--- src/rtl/credit_tx_pkg.sv ---
// credit_tx_pkg: shared types and constants for the credit-controlled
// CDC transmitter.
//   credit_tx_state_e  - transmitter FSM states (INIT, RUN, DRAIN, DONE)
//   CREDIT_TX_STAT_W   - width of the optional statistics counters
package credit_tx_pkg;

  typedef enum logic [1:0] {
    ST_INIT  = 2'd0,
    ST_RUN   = 2'd1,
    ST_DRAIN = 2'd2,
    ST_DONE  = 2'd3
  } credit_tx_state_e;

  localparam int CREDIT_TX_STAT_W = 32;

endpackage : credit_tx_pkg

--- src/rtl/credit_tx_if.sv ---
// credit_tx_if: handshake bundle around the transmitter.
//   up_valid / up_data / up_ready - upstream valid/ready producer
//   re_valid / data_in            - single-cycle write into the buffer
//   re_credit_pulse               - one pulse per freed buffer slot
// Modports:
//   master - the transmitter side
//   slave  - producer plus buffer side (environment)
interface credit_tx_if #(
  parameter int WIDTH = 32
);

  logic             up_valid;
  logic [WIDTH-1:0] up_data;
  logic             up_ready;
  logic             re_valid;
  logic [WIDTH-1:0] data_in;
  logic             re_credit_pulse;

  modport master (
    input  up_valid,
    input  up_data,
    input  re_credit_pulse,
    output up_ready,
    output re_valid,
    output data_in
  );

  modport slave (
    output up_valid,
    output up_data,
    output re_credit_pulse,
    input  up_ready,
    input  re_valid,
    input  data_in
  );

endinterface : credit_tx_if

--- src/rtl/credit_counter.sv ---
// credit_counter: saturating credit counter preset to DEPTH.
//   clk, rst - clock, synchronous active-high reset
//   inc      - one credit returned this cycle
//   dec      - one credit spent this cycle
//   count    - current credit count (0..DEPTH)
//   err      - sticky: a credit came back while already at DEPTH
module credit_counter #(
  parameter int DEPTH = 16
) (
  input  logic                     clk,
  input  logic                     rst,
  input  logic                     inc,
  input  logic                     dec,
  output logic [$clog2(DEPTH):0]   count,
  output logic                     err
);

  localparam int CW = $clog2(DEPTH) + 1;
  localparam logic [CW-1:0] FULL = CW'(DEPTH);

  always_ff @(posedge clk) begin
    if (rst) begin
      count <= FULL;
      err   <= 1'b0;
    end else if (count == FULL && inc && !dec) begin
      // Spurious return: hold at DEPTH rather than overflow.
      err <= 1'b1;
    end else begin
      count <= count + CW'(inc) - CW'(dec);
    end
  end

endmodule : credit_counter

--- src/rtl/credit_tx.sv ---
// credit_tx: source-side transmitter for the credit-controlled CDC buffer.
// Accepts upstream words, forwards each as a one-cycle write strobe into
// the buffer and tracks the buffer's free slots as credits.
// Ports:
//   re_clk, re_reset - write-domain clock, synchronous active-high reset
//   bus (master)     - upstream handshake, buffer write port, credit pulses
//   drain_req        - stop accepting and wait for all credits to return
//   drained          - all credits home, FSM in DONE
//   credits          - current credit count
//   credit_err       - sticky credit overflow flag
//   stat_sent        - accepted words (0 unless CREDIT_TX_STATS_EN)
//   stat_stall       - credit-starved RUN cycles (0 unless CREDIT_TX_STATS_EN)
// Build option: define CREDIT_TX_STATS_EN to build the statistics counters.
module credit_tx
  import credit_tx_pkg::*;
#(
  parameter int DEPTH       = 16,
  parameter int WIDTH       = 32,
  parameter int INIT_CYCLES = 8
) (
  input  logic                        re_clk,
  input  logic                        re_reset,
  credit_tx_if.master                 bus,
  input  logic                        drain_req,
  output logic                        drained,
  output logic [$clog2(DEPTH):0]      credits,
  output logic                        credit_err,
  output logic [CREDIT_TX_STAT_W-1:0] stat_sent,
  output logic [CREDIT_TX_STAT_W-1:0] stat_stall
);

  localparam int CW = $clog2(DEPTH) + 1;
  localparam logic [CW-1:0] FULL      = CW'(DEPTH);
  localparam logic [7:0]    INIT_LAST = 8'(INIT_CYCLES - 1);

  credit_tx_state_e state_q, state_d;
  logic [7:0]       init_cnt_q;
  logic             up_ready;
  logic             accept;
  logic             re_valid_q;
  logic [WIDTH-1:0] data_q;

  // Ready depends on registered state only, never on up_valid or pulses.
  assign up_ready = (state_q == ST_RUN) && (credits != '0);
  assign accept   = bus.up_valid && up_ready;

  assign bus.up_ready = up_ready;
  assign bus.re_valid = re_valid_q;
  assign bus.data_in  = data_q;
  assign drained      = (state_q == ST_DONE);

  credit_counter #(
    .DEPTH (DEPTH)
  ) u_credit_counter (
    .clk   (re_clk),
    .rst   (re_reset),
    .inc   (bus.re_credit_pulse),
    .dec   (accept),
    .count (credits),
    .err   (credit_err)
  );

  always_comb begin
    state_d = state_q;
    unique case (state_q)
      ST_INIT:  if (init_cnt_q == INIT_LAST) state_d = ST_RUN;
      ST_RUN:   if (drain_req)               state_d = ST_DRAIN;
      ST_DRAIN: if (credits == FULL)         state_d = ST_DONE;
      ST_DONE:  if (!drain_req)              state_d = ST_RUN;
      default:                               state_d = ST_INIT;
    endcase
  end

  always_ff @(posedge re_clk) begin
    if (re_reset) begin
      state_q    <= ST_INIT;
      init_cnt_q <= '0;
    end else begin
      state_q <= state_d;
      if (state_q == ST_INIT && init_cnt_q != INIT_LAST) begin
        init_cnt_q <= init_cnt_q + 8'd1;
      end
    end
  end

  always_ff @(posedge re_clk) begin
    if (re_reset) begin
      re_valid_q <= 1'b0;
      data_q     <= '0;
    end else begin
      re_valid_q <= accept;
      if (accept) begin
        data_q <= bus.up_data;
      end
    end
  end

`ifdef CREDIT_TX_STATS_EN
  logic [CREDIT_TX_STAT_W-1:0] sent_q, stall_q;

  always_ff @(posedge re_clk) begin
    if (re_reset) begin
      sent_q  <= '0;
      stall_q <= '0;
    end else begin
      if (accept) begin
        sent_q <= sent_q + 1'b1;
      end
      if (state_q == ST_RUN && bus.up_valid && credits == '0) begin
        stall_q <= stall_q + 1'b1;
      end
    end
  end

  assign stat_sent  = sent_q;
  assign stat_stall = stall_q;
`else
  assign stat_sent  = '0;
  assign stat_stall = '0;
`endif

endmodule : credit_tx

--- src/flat_wrapper.sv ---
// flat-port wrapper written by rule: the top's interface ports become plain ports
module credit_tx_flat import credit_tx_pkg::*;
#(
  parameter int DEPTH       = 16,
  parameter int WIDTH       = 32,
  parameter int INIT_CYCLES = 8
)
  (re_clk, re_reset, drain_req, drained, credits, credit_err, stat_sent, stat_stall, bus_up_valid, bus_up_data, bus_re_credit_pulse, bus_up_ready, bus_re_valid, bus_data_in);
  credit_tx_if #(.WIDTH(WIDTH)) bus_i ();
  input  logic re_clk;
  input  logic re_reset;
  input  logic drain_req;
  output logic drained;
  output logic [$clog2(DEPTH):0] credits;
  output logic credit_err;
  output logic [CREDIT_TX_STAT_W-1:0] stat_sent;
  output logic [CREDIT_TX_STAT_W-1:0] stat_stall;
  input wire logic [$bits(bus_i.up_valid)-1:0] bus_up_valid;
  input wire logic [$bits(bus_i.up_data)-1:0] bus_up_data;
  input wire logic [$bits(bus_i.re_credit_pulse)-1:0] bus_re_credit_pulse;
  output wire logic [$bits(bus_i.up_ready)-1:0] bus_up_ready;
  output wire logic [$bits(bus_i.re_valid)-1:0] bus_re_valid;
  output wire logic [$bits(bus_i.data_in)-1:0] bus_data_in;
  assign bus_i.up_valid = bus_up_valid;
  assign bus_i.up_data = bus_up_data;
  assign bus_i.re_credit_pulse = bus_re_credit_pulse;
  assign bus_up_ready = bus_i.up_ready;
  assign bus_re_valid = bus_i.re_valid;
  assign bus_data_in = bus_i.data_in;
  credit_tx #(.DEPTH(DEPTH), .WIDTH(WIDTH), .INIT_CYCLES(INIT_CYCLES)) u_core (.re_clk(re_clk), .re_reset(re_reset), .bus(bus_i), .drain_req(drain_req), .drained(drained), .credits(credits), .credit_err(credit_err), .stat_sent(stat_sent), .stat_stall(stat_stall));
endmodule
--- config.mk ---
export PLATFORM = sky130hd
export DESIGN_NAME = credit_tx_flat
export DESIGN_NICKNAME = d
export VERILOG_FILES = /design/src/rtl/credit_tx_pkg.sv /design/src/rtl/credit_tx_if.sv /design/src/rtl/credit_counter.sv /design/src/rtl/credit_tx.sv /design/src/flat_wrapper.sv
export SDC_FILE = /design/constraint.sdc
export NUM_CORES = 1
export LEC_CHECK = 0
export CAP_MARGIN = 20
export CORE_MARGIN = 2
export CORE_UTILIZATION = 35
export DETAILED_ROUTE_END_ITERATION = 7
export PLACE_DENSITY = 0.77
export SLEW_MARGIN = 40
export SYNTH_ARGS = -nofsm -noshare
export SYNTH_HDL_FRONTEND = slang
export SYNTH_SLANG_ARGS = --single-unit
--- constraint.sdc ---
create_clock -name re_clk -period 2.6 [get_ports re_clk]
set_clock_uncertainty 0.05 [all_clocks]
set_input_delay 0.39 -clock re_clk [delete_from_list [all_inputs] [get_ports re_clk]]
set_output_delay 0.39 -clock re_clk [all_outputs]
set_load 0.005 [all_outputs]
==> results of run 1 <==
flip-flops by register name (all words and copies together) (netlist names):
signal,count
u_core.u_credit_counter.err,1
u_core.bus.re_valid,1
u_core.init_cnt_q,8
u_core.bus.data_in,32
u_core.u_credit_counter.count,5
u_core.state_q,2
power by group:
group	internal [mW]	leakage, nW	switching (mW)
clock network	0.313	0.0574	0.251
logic	0.356	0.837	0.300
registers	0.841	0.398	0.0818
layer usage:
layer	track usage	wire length, um
met4	0.0285	37
met2	0.230	2590
met3	0.0425	430
met1	0.144	2160
met5	0	0
cell families after synthesis:
kind of cell    synth area share
simple gates               0.173
buf+inv                    0.217
compound gates             0.122
flops                      0.385
fa+ha+maj                 0.0619
xor+xnor                  0.0275
mux                       0.0118
other cells              0.00147
critical path: stages (launching register included):
cell and delay [ns]:
dfxtp_2 0.36, inv_1 0.06, ha_1 0.23, nand2b_4 0.10, o311a_1 0.18, nand2b_1 0.10
nand2_1 0.08, ha_1 0.16, inv_1 0.06, fa_1 0.43, nor2b_1 0.13, o21bai_1 0.08
and3_1 0.16, o21ai_0 0.12
through the flow:
step	power [mW]	hold WS, ns	cells	area (um2)
global placement	1.56	0.391	477	3190
detailed placement	1.58	0.396	477	3190
floorplan	1.36	0.403	372	2780
finish	2.14	0.407	485	3320
global route	2.28	0.424	485	3320
CTS	2.16	0.409	485	3310
placed cells by master, fill, tap and decap left out, drive strengths merged, types with 2 or more instances in the layout:
master	count
o311ai	3
xor2	6
or3	2
dfxtp	49
o21ai	3
xnor2	2
ha	11
mux2i	3
clkdlybuf4s50	76
nand4	3
conb	64
and3	4
nand2b	5
buf	5
a211oi	2
nand2	71
inv	8
a21oi	37
nor2	11
clkbuf	6
final cells by class:
| class | count | share of cell area |
|---|---|---|
| clock buffer | 6 | 0.0249 |
| clock inverter | 2 | 0.0113 |
| inverter | 8 | 0.00904 |
| multi-input combinational | 240 | 0.382 |
| sequential | 49 | 0.296 |
| tap | 99 | 0.0373 |
| timing repair buffer | 81 | 0.240 |
final timing paths:
kind	end	slack, ns	cells past startpoint	from
worst min register to register	u_core.bus.data_in[25]$_SDFFE_PP0P_	0.41	2	u_core.bus.data_in[25]$_SDFFE_PP0P_
worst min-delay path	u_core.bus.data_in[25]$_SDFFE_PP0P_	0.41	2	u_core.bus.data_in[25]$_SDFFE_PP0P_
worst max register to register	u_core.u_credit_counter.count[4]$_SDFFE_PP1N_	0.24	13	u_core.u_credit_counter.count[2]$_SDFFE_PP0N_
worst max-delay path	u_core.u_credit_counter.count[4]$_SDFFE_PP1N_	0.24	13	u_core.u_credit_counter.count[2]$_SDFFE_PP0N_
==> results.yml, run 1 <==
sta:
  setup-tns-final_ns: 0
  worst_slew_pin_slew_ns: 0.615
  relSlewSlack: 0.590
  max_freq_ghz: 0.424
  period_needed_ns: 2.36
  rsz0062_at_grt: "false"
  final-setup-viol-count: 0
  finalHoldViolCount: 0
  slew_viol_final: 0
  fin_ws_ns: 0.242
  post-route-period-util: 0.907
clock_network:
  root_buffer: "clkbuf_8"
  cts_repair_resize_count: 0
  clock_sinks: 49
  cts_setup_buffers: 0
  cts_tree: "done"
  insertion_delay_ns: 0.29
  clk_pin_slew_ns: 0.09
  numCtsBuffers: 5
  holdBufCountCts: 0
  h-tree-depth: 2
  clk_path_buf_depth: 2
die:
  core_area_um2: 7140
  io_pins: 142
  dieArea_um2: 7970
  rows: 31
  die_x_um: 89.3
  start_util: 0.357
  chipHeight_um: 89.3
synthesis:
  synth_ff_type: "dfxtp_1"
  yosysWarnings: 0
  synth_top_area_frac: 0.385
  synth_edf_count: 0
  yosysTopAreaCell: "dfxtp_1"
  syn_inst: 309
  ys_async_sr_fraction: 0
  ys_types: 35
  synth_area_um2: 2540
  ys_seq_elements: 49
  synth_most_common_cell: "nand2_1"
  synth.area.top_cells: "dfxtp_1 (39%), buf_4 (19%), nand2_1 (10%)"
  avgSynthCellArea_um2: 8.24
  synth_common_cells: "nand2_1 (71), buf_4 (64), dfxtp_1 (49), a21oi_1 (37)"
  seq_area_frac_synth: 0.385
global_route:
  antenna_found_initial: 0
  grt_overflow: 0
  grt_pass1_wl_mm: 8.00
  grt_usage: 0.127
  grt_max_degree: 35
  grt_pass1_vias: 1818
layout:
  fillers: 693
  antenna_cells: 0
  multi_input_area_um2: 1270
  area_growth_pct: 30.5
  seqCellArea_um2: 983
  utilization: 0.465
  nets: 434
  drive_gt1_frac: 0.0544
flow_run:
  drv_cap: 0
route:
  viasPerCell: 4.27
  antenna_left: 0
  initialDrtViolationCount: 71
  wl_mm: 5.22
  dr.pass1.iters: 4
  avgRoutedWirePerCell_um: 10.8
  num_vias: 2069
  drc: 0
placed_design:
  dp_hpwl_mm: 3.85
  place.gp.congestion: 0.811
  io_buffers: 77
  pre_cts_ws_ns: 0.0913
worst_setup_path:
  path_class: "flip-flop to flip-flop"
  crit_path_max_fanout: 4
  worst_ep_arrival_time_ns: 2.54
  critPathLaunchType: "flip-flop"
  crit_required_ns: 2.78
  cp-end-kind: "flip-flop"
pwr:
  cellLeakagePower_nw: 1.29
  ir_worst_vdd_uv: 329
  power.density_nw_per_um2: 645
worst_hold_path:
  hp-class: "flip-flop to flip-flop"
outcome:
  status: "finished, final reports clean"
No activity file was read; power rests on OpenSTA's default activity.
==> inputs of run 2 (changes only) <==
--- a/config.mk
+++ b/config.mk
@@ -10,7 +10,7 @@
 export CORE_UTILIZATION = 35
 export DETAILED_ROUTE_END_ITERATION = 7
 export PLACE_DENSITY = 0.77
-export SLEW_MARGIN = 40
+export SLEW_MARGIN = 20
 export SYNTH_ARGS = -nofsm -noshare
 export SYNTH_HDL_FRONTEND = slang
 export SYNTH_SLANG_ARGS = --single-unit
==> results of run 2 <==
No change in the layout: final DEF, timing and power equal those of run 1.
